==> src/rtl/jk2102_i2c_ppt_ctrl.sv <==
// Presentation-controller I2C slave: writes load an 8-bit control register on uo_out,
// reads return the ui_in buttons. SCL/SDA are oversampled by clk; SDA is open-drain.
module jk2102_i2c_ppt_ctrl #(
   parameter logic [6:0] I2C_ADDR = 7'h5A
) (
   input  logic       clk,
   input  logic       rst,
   input  logic       ena,
   input  logic [7:0] ui_in,
   output logic [7:0] uo_out,
   input  logic [7:0] uio_in,
   output logic [7:0] uio_out,
   output logic [7:0] uio_oe
);

   localparam logic [2:0] ST_IDLE      = 3'd0;
   localparam logic [2:0] ST_ADDR      = 3'd1;
   localparam logic [2:0] ST_ADDR_ACK  = 3'd2;
   localparam logic [2:0] ST_WRITE     = 3'd3;
   localparam logic [2:0] ST_WRITE_ACK = 3'd4;
   localparam logic [2:0] ST_READ      = 3'd5;
   localparam logic [2:0] ST_READ_ACK  = 3'd6;
   localparam logic [2:0] ST_WAIT      = 3'd7;

   logic       scl_s1_reg, scl_s2_reg, scl_h_reg;
   logic       sda_s1_reg, sda_s2_reg, sda_h_reg;
   logic [2:0] state_reg;
   logic [2:0] bit_cnt_reg;
   logic       byte_done_reg;
   logic [7:0] shift_reg;
   logic [7:0] tx_reg;
   logic [7:0] ctrl_reg;
   logic       ack_reg;
   logic       sda_drive_reg;

   logic scl_rise, scl_fall, sda_rise, sda_fall;
   logic start_det, stop_det;

   wire unused = &{1'b0, ena, uio_in[7:2], 1'b0};

   assign scl_rise  =  scl_s2_reg & ~scl_h_reg;
   assign scl_fall  = ~scl_s2_reg &  scl_h_reg;
   assign sda_rise  =  sda_s2_reg & ~sda_h_reg;
   assign sda_fall  = ~sda_s2_reg &  sda_h_reg;
   assign start_det = sda_fall & scl_s2_reg;
   assign stop_det  = sda_rise & scl_s2_reg;

   always_ff @(posedge clk) begin
      if (rst) begin
         scl_s1_reg    <= 1'b1;
         scl_s2_reg    <= 1'b1;
         scl_h_reg     <= 1'b1;
         sda_s1_reg    <= 1'b1;
         sda_s2_reg    <= 1'b1;
         sda_h_reg     <= 1'b1;
         state_reg     <= ST_IDLE;
         bit_cnt_reg   <= 3'd0;
         byte_done_reg <= 1'b0;
         shift_reg     <= 8'h00;
         tx_reg        <= 8'h00;
         ctrl_reg      <= 8'h00;
         ack_reg       <= 1'b1;
         sda_drive_reg <= 1'b0;
      end else begin
         scl_s1_reg <= uio_in[0];
         scl_s2_reg <= scl_s1_reg;
         scl_h_reg  <= scl_s2_reg;
         sda_s1_reg <= uio_in[1];
         sda_s2_reg <= sda_s1_reg;
         sda_h_reg  <= sda_s2_reg;

         if (start_det) begin
            state_reg     <= ST_ADDR;
            bit_cnt_reg   <= 3'd0;
            byte_done_reg <= 1'b0;
            sda_drive_reg <= 1'b0;
         end else if (stop_det) begin
            state_reg     <= ST_IDLE;
            bit_cnt_reg   <= 3'd0;
            byte_done_reg <= 1'b0;
            sda_drive_reg <= 1'b0;
         end else begin
            case (state_reg)
               // byte_done separates the 8th falling edge from the one right after START
               ST_ADDR: begin
                  if (scl_rise) begin
                     shift_reg   <= {shift_reg[6:0], sda_s2_reg};
                     bit_cnt_reg <= bit_cnt_reg + 3'd1;
                     if (bit_cnt_reg == 3'd7) byte_done_reg <= 1'b1;
                  end else if (scl_fall && byte_done_reg) begin
                     byte_done_reg <= 1'b0;
                     if (shift_reg[7:1] == I2C_ADDR) begin
                        sda_drive_reg <= 1'b1;
                        state_reg     <= ST_ADDR_ACK;
                     end else begin
                        state_reg <= ST_WAIT;
                     end
                  end
               end
               ST_ADDR_ACK: begin
                  if (scl_fall) begin
                     bit_cnt_reg <= 3'd0;
                     if (shift_reg[0]) begin
                        tx_reg        <= ui_in;
                        sda_drive_reg <= ~ui_in[7];
                        state_reg     <= ST_READ;
                     end else begin
                        sda_drive_reg <= 1'b0;
                        state_reg     <= ST_WRITE;
                     end
                  end
               end
               ST_WRITE: begin
                  if (scl_rise) begin
                     shift_reg   <= {shift_reg[6:0], sda_s2_reg};
                     bit_cnt_reg <= bit_cnt_reg + 3'd1;
                     if (bit_cnt_reg == 3'd7) begin
                        ctrl_reg      <= {shift_reg[6:0], sda_s2_reg};
                        byte_done_reg <= 1'b1;
                     end
                  end else if (scl_fall && byte_done_reg) begin
                     byte_done_reg <= 1'b0;
                     sda_drive_reg <= 1'b1;
                     state_reg     <= ST_WRITE_ACK;
                  end
               end
               ST_WRITE_ACK: begin
                  if (scl_fall) begin
                     sda_drive_reg <= 1'b0;
                     state_reg     <= ST_WRITE;
                  end
               end
               ST_READ: begin
                  if (scl_rise) begin
                     bit_cnt_reg <= bit_cnt_reg + 3'd1;
                     if (bit_cnt_reg == 3'd7) byte_done_reg <= 1'b1;
                  end else if (scl_fall) begin
                     if (byte_done_reg) begin
                        byte_done_reg <= 1'b0;
                        sda_drive_reg <= 1'b0;
                        state_reg     <= ST_READ_ACK;
                     end else begin
                        tx_reg        <= {tx_reg[6:0], 1'b0};
                        sda_drive_reg <= ~tx_reg[6];
                     end
                  end
               end
               ST_READ_ACK: begin
                  if (scl_rise) begin
                     ack_reg <= sda_s2_reg;
                  end else if (scl_fall) begin
                     if (!ack_reg) begin
                        tx_reg        <= ui_in;
                        sda_drive_reg <= ~ui_in[7];
                        bit_cnt_reg   <= 3'd0;
                        state_reg     <= ST_READ;
                     end else begin
                        state_reg <= ST_WAIT;
                     end
                  end
               end
               default: ;
            endcase
         end
      end
   end

   assign uo_out  = ctrl_reg;
   assign uio_out = 8'h00;
   assign uio_oe  = {6'b000000, sda_drive_reg, 1'b0};

endmodule

==> config.mk <==
export PLATFORM = sky130hd
export DESIGN_NAME = jk2102_i2c_ppt_ctrl
export DESIGN_NICKNAME = d
export VERILOG_FILES = /design/src/rtl/jk2102_i2c_ppt_ctrl.sv
export SDC_FILE = /design/constraint.sdc
export NUM_CORES = 1
export LEC_CHECK = 0
export CAP_MARGIN = 10
export CELL_PAD_IN_SITES_DETAIL_PLACEMENT = 1
export CELL_PAD_IN_SITES_GLOBAL_PLACEMENT = 2
export CORE_UTILIZATION = 28
export CTS_CLUSTER_SIZE = 40
export DETAILED_ROUTE_END_ITERATION = 16
export PLACE_DENSITY_LB_ADDON = 0.05
export SLEW_MARGIN = 5
export SYNTH_ARGS = -nofsm -noshare
export SYNTH_HDL_FRONTEND = slang
export SYNTH_SLANG_ARGS = --single-unit
==> constraint.sdc <==
create_clock -name clk -period 1.9 [get_ports clk]
set_clock_uncertainty 0.05 [all_clocks]
set_input_delay 0.38 -clock clk [delete_from_list [all_inputs] [get_ports clk]]
set_output_delay 0.38 -clock clk [all_outputs]
set_load 0.01 [all_outputs]
==> reports/qor.yml <==
clock_path_buffers: 2
h-tree-depth: 2
die_y_um: 90.9
grt.overflow.total: 0
end_kind: "flop"
worstPathArrival_ns: 1.94
power.switching_mw: 0.416
p_leak_nw: 1.15
hpwl_mm: 3.80
setup.worst_path.start_class: "flop"
grt_pass1_vias: 1714
fin_nets: 297
critPathTopFamily: "flip-flops"
p_seq_share_pct: 44.7
drcViolationCount: 0
fin_crit_sh_pct: 94.8
ys_warn_count: 0
rsz0062_at_grt: "no"
tns_ns: 0
final_area_um2: 2780
holdPathStages: 1
clkLatencyLatePin_ns: 0.30
io_pins: 43
rrSetupSlack_ns: 0.1
setup_viol: 0
wl_per_cell_um: 14.0
synth_ff_type: "dfxtp_1"
dp_slack_ns: 0.0201
status: "completed"
drt_iter0_drc: 69
p_per_area_nw_per_um2: 655
synth_top_cell_area_share_pct: 34.4
ir_drop_mv: 0.323
fin_crit_ns: 1.80
yosysMostFrequentCell: "dfxtp_1"
first_pass_iters: 4
worst-setup-path-type: "flop to flop"
grt_start_max_net_pins: 20
rows: 32
cp_max_fo: 7
gp_congestion: 0.684
clock_power_share_pct: 46.8
crit_slowest_cell: "dfxtp_4"
antenna_left: 0
grt_antenna_before_repair: 0
grt_pass1_wl_mm: 8.71
critical_path_depth: 7
hp-class: "flop to flop"
yosysTopAreaCell: "dfxtp_1"
path_cells: "inv_1 -> ha_4 -> and3b_2 -> a2bb2oi_1 -> a221o_1 -> buf_12 -> mux2_4"
critPathMaxStageDelay_ns: 0.37
viasPerCell: 4.64
drive_gt1_share_pct: 24.4
ff2ff_path_depth: 7
maxClockFrequency_ghz: 0.555
ys_seq_area_share_pct: 34.4
ys_async_sr_fraction_pct: 0
combPwrFrac_pct: 8.5
cts_tree: "done"
p_sw_share_pct: 22.9
p_int_mw: 1.40
synth_edf_count: 0
syn_area_um2: 2210
dieArea_um2: 8270
vias: 1748
area_delta_synth_final_pct: 25.3
post-route-util_pct: 36.1
synth_common_cells: "dfxtp_1, buf_4, nor2_1"
clock-sinks: 38
core_area_um2: 7690
slew_violations: 0
diodes: 0
cp_data_required_time_ns: 2.04
cap_violations: 0
avgSynthCellArea_um2: 9.31
clkTransAtPathRegs_ns: 0.08
grt_use_total_pct: 13.4
io_buffers: 20
ys_types: 50
wl_mm: 5.28
cts_hold_buf: 0
die_w_um: 90.9
crit_buf_inv: 2
initial_core_util_pct: 28.8
synth.area.top_cells: "dfxtp_1, mux2i_1, buf_4, mux2_4, a21oi_1"
timing.final.hold_violations: 0
fill_cells: 903
place_area_um2: 2580
cts_made_buffers: 5
yosys_register_bits: 38
cts_root_buffer: "clkbuf_8"
syn_inst: 238
setup_slack_ns: 0.0987
worst reg2reg max path, cell delays in order, from the launching register on:
cell and delay, ns:
dfxtp_4 0.37, inv_1 0.12, ha_4 0.16, and3b_2 0.19, a2bb2oi_1 0.07, a221o_1 0.30
buf_12 0.16, mux2_4 0.29
power groups by stage:
stage               clock, mW  combinational, mW  sequential [mW]
floorplan                   0              0.121            0.826
global placement            0              0.151            0.831
detailed placement          0              0.150            0.831
CTS                     0.882              0.150            0.812
global route            0.919              0.170            0.813
finish                  0.851              0.155            0.812
final cells by class:
cell class,count,area [µm²],area share [%]
Clock buffer,5,68.8,2.48
Clock inverter,3,68.8,2.48
Inverter,4,15.0,0.541
Multi-Input combinational cell,177,1290,46.3
Sequential cell,38,766,27.6
Tap cell,102,128,4.60
Timing Repair Buffer,48,443,16.0
timing repair:
action / 4_1_cts / 5_1_grt
gates resized for setup: 0 / 12
pin swaps: 1 / 4
setup buffers: 0 / 1
endpoints found under the setup margin: 1 / 7
worst paths after layout:
kind | startpoint | endpoint
worst max-delay path | scl_s2_reg | tx_reg[3]
worst min-delay path | sda_s1_reg | sda_s2_reg
worst max register to register | scl_s2_reg | tx_reg[3]
worst min register to register | sda_s1_reg | sda_s2_reg
per-layer routing:
metal	global-route usage, %	vias to the layer above	routed length, µm
met5	0	-	0
met4	5.16	0	68
met3	2.01	5	132
met2	20.6	26	2320
met1	18.7	841	2760
li1	-	876	-
kinds of logic (layout without fill, tap and decap cells):
kind of cell    count (synthesis)  count (layout)  share of synthesized area, %
other cells                     1              15                         0.169
fa+ha+maj                       4               4                          2.26
buf+inv                        37              60                          11.5
mux                            25              25                          12.7
xor+xnor                        1               1                          1.24
compound gates                 51              51                          16.9
flops                          38              38                          34.4
simple gates                   81              81                          20.9
through the flow:
stage / total power, mW / hold WS (ns) / instances
3_5_place_dp: 0.980 / 0.346 / 368
4_1_cts: 1.84 / 0.366 / 376
2_1_floorplan: 0.947 / 0.339 / 252
5_1_grt: 1.90 / 0.382 / 377
3_3_place_gp: 0.981 / 0.341 / 368
6_report: 1.82 / 0.363 / 377
placed cells by master (no fill, tap or decap), drive strengths merged, types with 5 or more instances in the layout:
master | synthesis | layout
clkdlybuf4s50 | 0 | 20
nand2b | 7 | 7
a21oi | 18 | 18
nand3 | 7 | 7
clkbuf | 3 | 5
nand3b | 5 | 5
dfxtp | 38 | 38
buf | 30 | 28
o21ai | 8 | 8
conb | 1 | 15
mux2 | 7 | 7
nor2b | 9 | 9
mux2i | 18 | 18
nor2 | 20 | 20
or2 | 7 | 7
nand2 | 13 | 13
No activity file was read; power rests on OpenSTA's default activity.
